## config.mk

```make
export PLATFORM = sky130hd
export DESIGN_NAME = blink_pattern_gen
export DESIGN_NICKNAME = d
export VERILOG_FILES = /design/src/rtl/blink_pattern_gen.sv
export SDC_FILE = /design/constraint.sdc
export NUM_CORES = 1
export LEC_CHECK = 0
export CAP_MARGIN = 20
export CORE_MARGIN = 2
export CORE_UTILIZATION = 40
export CTS_BUF_LIST = sky130_fd_sc_hd__clkbuf_16
export DETAILED_ROUTE_END_ITERATION = 8
export SYNTH_ARGS = -nofsm -noshare
export SYNTH_HDL_FRONTEND = slang
export SYNTH_SLANG_ARGS = --single-unit
```

## constraint.sdc

```tcl
create_clock -name i_clk -period 2.4 [get_ports i_clk]
set_input_delay 0.48 -clock i_clk [delete_from_list [all_inputs] [get_ports i_clk]]
set_output_delay 0.48 -clock i_clk [all_outputs]
set_load 0.03 [all_outputs]
```

## src/rtl/blink_pattern_gen.sv

```systemverilog
// N-channel blink pattern generator: free-running tick divider plus an
// IDLE/ON/OFF sequencer that plays an in-phase or chase pattern.
module blink_pattern_gen #(
  parameter int TICK_DIV = 50_000_000,
  parameter int N_CH     = 4,
  parameter int CNT_W    = 8,
  parameter int REP_W    = 8
) (
  input  logic             i_clk,
  input  logic             i_rst,
  input  logic             i_start,
  input  logic             i_stop,
  input  logic [CNT_W-1:0] i_on_ticks,
  input  logic [CNT_W-1:0] i_off_ticks,
  input  logic [REP_W-1:0] i_repeat,
  input  logic [N_CH-1:0]  i_ch_mask,
  input  logic             i_mode,
  output logic [N_CH-1:0]  o_out,
  output logic             o_busy,
  output logic             o_done,
  output logic             o_tick
);

  localparam int TICK_W = (TICK_DIV > 1) ? $clog2(TICK_DIV) : 1;
  localparam int POS_W  = (N_CH > 1) ? $clog2(N_CH) : 1;
  localparam logic [TICK_W-1:0] TICK_MAX = TICK_W'(TICK_DIV - 1);
  localparam logic [POS_W-1:0]  POS_MAX  = POS_W'(N_CH - 1);

  typedef enum logic [1:0] {S_IDLE, S_ON, S_OFF} state_t;

  state_t             r_state;
  logic [TICK_W-1:0]  r_tick_cnt;
  logic               r_tick;
  logic [CNT_W-1:0]   r_phase_cnt;
  logic [CNT_W-1:0]   r_on_len;
  logic [CNT_W-1:0]   r_off_len;
  logic [REP_W-1:0]   r_rep_cnt;
  logic [N_CH-1:0]    r_mask;
  logic               r_mode;
  logic [POS_W-1:0]   r_pos;
  logic [N_CH-1:0]    r_out;
  logic               r_busy;
  logic               r_done;

  logic [POS_W-1:0]   w_pos_next;

  // A programmed duration of zero plays as a single tick.
  function automatic logic [CNT_W-1:0] dur(input logic [CNT_W-1:0] d);
    return (d == '0) ? CNT_W'(1) : d;
  endfunction

  function automatic logic [N_CH-1:0] pattern(input logic [N_CH-1:0]  mask,
                                              input logic             mode,
                                              input logic [POS_W-1:0] pos);
    logic [N_CH-1:0] sel;
    for (int i = 0; i < N_CH; i++) begin
      sel[i] = !mode || (POS_W'(i) == pos);
    end
    return mask & sel;
  endfunction

  // Chase position only moves in chase mode; it wraps through masked channels too.
  always_comb begin
    w_pos_next = r_pos;
    if (r_mode) begin
      w_pos_next = (r_pos == POS_MAX) ? '0 : r_pos + 1'b1;
    end
  end

  always_ff @(posedge i_clk or posedge i_rst) begin
    if (i_rst) begin
      r_tick_cnt <= '0;
      r_tick     <= 1'b0;
    end else if (r_tick_cnt == TICK_MAX) begin
      r_tick_cnt <= '0;
      r_tick     <= 1'b1;
    end else begin
      r_tick_cnt <= r_tick_cnt + 1'b1;
      r_tick     <= 1'b0;
    end
  end

  // r_rep_cnt == 0 means "run until stopped"; otherwise it counts periods left.
  always_ff @(posedge i_clk or posedge i_rst) begin
    if (i_rst) begin
      r_state     <= S_IDLE;
      r_phase_cnt <= '0;
      r_on_len    <= '0;
      r_off_len   <= '0;
      r_rep_cnt   <= '0;
      r_mask      <= '0;
      r_mode      <= 1'b0;
      r_pos       <= '0;
      r_out       <= '0;
      r_busy      <= 1'b0;
      r_done      <= 1'b0;
    end else begin
      r_done <= 1'b0;
      case (r_state)
        S_IDLE: begin
          r_out  <= '0;
          r_busy <= 1'b0;
          if (i_start && !i_stop) begin
            r_on_len    <= dur(i_on_ticks);
            r_off_len   <= dur(i_off_ticks);
            r_rep_cnt   <= i_repeat;
            r_mask      <= i_ch_mask;
            r_mode      <= i_mode;
            r_phase_cnt <= dur(i_on_ticks);
            r_pos       <= '0;
            r_out       <= pattern(i_ch_mask, i_mode, '0);
            r_busy      <= 1'b1;
            r_state     <= S_ON;
          end
        end
        S_ON: begin
          if (i_stop) begin
            r_out   <= '0;
            r_busy  <= 1'b0;
            r_state <= S_IDLE;
          end else if (r_tick) begin
            if (r_phase_cnt == CNT_W'(1)) begin
              r_phase_cnt <= r_off_len;
              r_out       <= '0;
              r_state     <= S_OFF;
            end else begin
              r_phase_cnt <= r_phase_cnt - 1'b1;
            end
          end
        end
        S_OFF: begin
          if (i_stop) begin
            r_out   <= '0;
            r_busy  <= 1'b0;
            r_state <= S_IDLE;
          end else if (r_tick) begin
            if (r_phase_cnt == CNT_W'(1)) begin
              r_pos <= w_pos_next;
              if (r_rep_cnt == REP_W'(1)) begin
                r_out   <= '0;
                r_busy  <= 1'b0;
                r_done  <= 1'b1;
                r_state <= S_IDLE;
              end else begin
                if (r_rep_cnt != '0) begin
                  r_rep_cnt <= r_rep_cnt - 1'b1;
                end
                r_phase_cnt <= r_on_len;
                r_out       <= pattern(r_mask, r_mode, w_pos_next);
                r_state     <= S_ON;
              end
            end else begin
              r_phase_cnt <= r_phase_cnt - 1'b1;
            end
          end
        end
        default: begin
          r_out   <= '0;
          r_busy  <= 1'b0;
          r_state <= S_IDLE;
        end
      endcase
    end
  end

  assign o_out  = r_out;
  assign o_busy = r_busy;
  assign o_done = r_done;
  assign o_tick = r_tick;

endmodule

```

==> reports/qor.yml <==
status: "finished, final reports clean"
cp.required_ps: 2610
cp.buffers_inverters: 1
r2r_setup_slack_ps: 110
holdCritPathClass: "input pin to async pin"
rows: 36
synth-seq-cells: 74
netSwitchingFraction_pct: 38.6
synth_fa_ha_area_share_pct: 3.11
rsz0062_at_grt: "false"
worst_pin_slew_ps: 692
synth_top_cell_by_area: "dfrtp_1"
synth_edf_count: 0
leakagePower_nw: 2.16
htreeDepth: 3
synth_top_family_by_area: "simple AND/OR/NAND/NOR gates"
syn-instance-count: 454
r2r_end: "r_phase_cnt[2]"
ys_seq_area_share_pct: 46.0
ant_nets: 0
cts_sinks: 74
synth-simple-area-share_pct: 25.5
critPathLaunchType: "register"
register_area_mm2: 0.00185
avgSynthCellArea_um2: 8.86
async_flop_share_pct: 100
cellPowerDensity_mw_per_mm2: 1050
worst_path_max_delay_cell: "or4b_4"
final_nets: 550
max_slew_margin_pct: 53.4
fmaxAchievable_mhz: 436
worst_r2r_path_depth: 6
vias_per_cell: 5.26
cts_root_buf: "clkbuf_16"
finalWirelength_um: 9320
ios: 40
grt_max_degree: 30
cp-end-kind: "register"
drc: 0
finClkSkew_ps: 3.96
finalSetupTns_ps: 0
switchingPower_mw: 2.01
multiInputGateArea_mm2: 0.00202
synth_top_area_share_pct: 46.0
coreArea_mm2: 0.00977
critPathMaxStageDelay_ps: 500
critPathKind: "register to register"
synthDistinctLibCells: 53
grt_pass1_wl_um: 16100
cp-startpoint: "r_phase_cnt[1]"
diodes: 0
grt_antenna_before_repair: 0
drive_above_1_share_pct: 10.6
grt_usage_pct: 18.0
io_buffers: 39
mappedNetlistNets: 497
drt_iter0_drc: 153
ys.flop_type: "dfrtp_1"
ir_drop_mv: 0.438
finalCritPeriodShare_pct: 95.5
synth-compound-area-share_pct: 14.4
synthTopCellsByArea: "dfrtp_1 46%, nand2_1 7.0%, nor2_1 3.9%"
cts_tree: "yes"
pwr-share-comb_pct: 40.6
start_util_pct: 41.1
hold_slack_ps: 471
pwr-share-seq_pct: 36.3
fill_cells: 935
ys.warnings.count: 0
synthMuxAreaShare_pct: 1.37
firstDrtPassIters: 4
internal_power_mw: 3.21
ctsHoldBuffers: 0
hold_violations: 0
critPathTopFamily: "simple AND/OR/NAND/NOR gates"
place_hpwl_um: 6840
grt_pass1_vias: 3379
cts_inserted_buffers: 9
rr_startpoint: "r_phase_cnt[1]"
path_cells: "inv_2, ha_1, or4b_4, or3_4, o211a_4, mux2_4"
dieArea_mm2: 0.0109
cts.path.max_buffers: 2
clockPowerShare_pct: 23.0
cts_setup_buffers: 0
fin_crit_ps: 2290
slew_viol_final: 0
gp_congestion: 0.858
clkTransAtPathRegs_ps: 60
wl_per_cell_um: 14.5
grt.overflow.total: 0
netlist_area_mm2: 0.00402
route.vias.total: 3386
crit_fanout: 15
synthToLayoutAreaGrowth_pct: 23.1
setup_viol: 0
synth_xor_area_share_pct: 5.66
critPathArrivalTime_ps: 2500
clk_latency_ps: 330
die_w_um: 104
cap_violations: 0
die_h_um: 104
## metrics by stage
stage               cells  power [mW]  setup WS [ps]  instance area (um2)  util (%)
floorplan             454        3.40           38.4                 4020         -
finish                644        5.22            108                 4950      50.7
detailed placement    629        4.03           45.3                 4690      47.9
CTS                   644        5.25           26.9                 4950      50.6
global placement      629        3.98           84.6                 4690      47.9
global route          644        5.62           8.19                 4950      50.7
## layer usage
metal / global-route usage (%) / share of wire (%) / up-vias
met5: 0 / 0 / -
met4: 4.44 / 0.89 / 0
met3: 4.07 / 3.4 / 6
met2: 29.6 / 48 / 56
met1: 24.1 / 48 / 1633
li1: - / - / 1691
## layout make-up
type	count	share of cell area (%)
Multi-Input combinational cell	343	40.8
Inverter	16	1.21
Timing Repair Buffer	63	12.0
Clock inverter	6	0.707
Sequential cell	74	37.4
Tap cell	133	3.36
Clock buffer	9	4.55
## worst register-to-register path: stages, from the launching register on
cell and delay (ps):
dfrtp_1 410, inv_2 90, ha_1 150, or4b_4 500, or3_4 390, o211a_4 330
mux2_4 310
## how the worst max path moves through the flow
stage / endpoint / slack, ps / depth (start not counted)
after floorplan: o_busy / 40 / 1
after global placement: r_phase_cnt[2] / 80 / 6
after detailed placement: r_phase_cnt[2] / 50 / 6
after CTS: r_phase_cnt[2] / 30 / 6
after global routing: r_phase_cnt[1] / 8 / 8
final: r_phase_cnt[2] / 110 / 6
## sequential cells by signal (all words and copies together), names as in the netlist
signal	cells
o_busy	1
r_pos	2
r_phase_cnt	8
r_rep_cnt	8
r_on_len	8
r_off_len	8
r_mask	4
r_mode	1
o_tick	1
o_done	1
r_state	2
r_tick_cnt	26
o_out	4
## Yosys cell counts, types with 3 or more instances
cell type,instances
nand2_1,75
dfrtp_1,74
nor2_1,42
o21ai_0,25
nand3_1,22
a21oi_1,18
clkbuf_1,16
inv_1,16
xor2_1,15
nand4_1,14
nor3_1,12
nand2b_1,11
xnor2_1,11
ha_1,10
nor4_1,10
a31oi_1,7
o31ai_1,7
and3_1,6
nor2b_1,6
o21ai_1,5
mux2i_1,4
a22oi_1,3
a32oi_1,3
buf_2,3
## power by group through the flow
stage / logic [mW] / registers [mW] / clock network (mW)
after floorplan: 1.53 / 1.87 / 0
after global placement: 2.08 / 1.90 / 0
after detailed placement: 2.11 / 1.91 / 0
after CTS: 2.12 / 1.89 / 1.23
after global routing: 2.39 / 1.94 / 1.28
final: 2.12 / 1.90 / 1.20
## placed cells by master (no fill, tap or decap), drive strengths merged, types with 11 or more instances in the layout
cell type | Yosys | routed
nand3 | 22 | 22
nand2 | 75 | 75
dfrtp | 74 | 74
nand4 | 14 | 14
o21ai | 30 | 30
a21oi | 19 | 19
buf | 5 | 24
clkdlybuf4s50 | 0 | 39
nand2b | 11 | 11
inv | 16 | 16
xnor2 | 11 | 11
nor2 | 44 | 44
nor3 | 12 | 12
xor2 | 15 | 15
## cells by family (layout without fill, tap and decap cells)
logic type,Yosys count,after routing
XOR/XNOR,26,26
AND/OR/NAND/NOR,214,214
multiplexers,5,5
flip-flops,74,74
adder cells (fa/ha/maj),10,10
AO/OA/AOI/OAI,88,88
buffers and inverters,37,94
## what timing repair did
action / CTS / global route
gates resized for setup: 0 / 3
hold endpoints to repair: 0 / 0
endpoints found under the setup margin: 0 / 8
(Power assumes the default switching activity.)
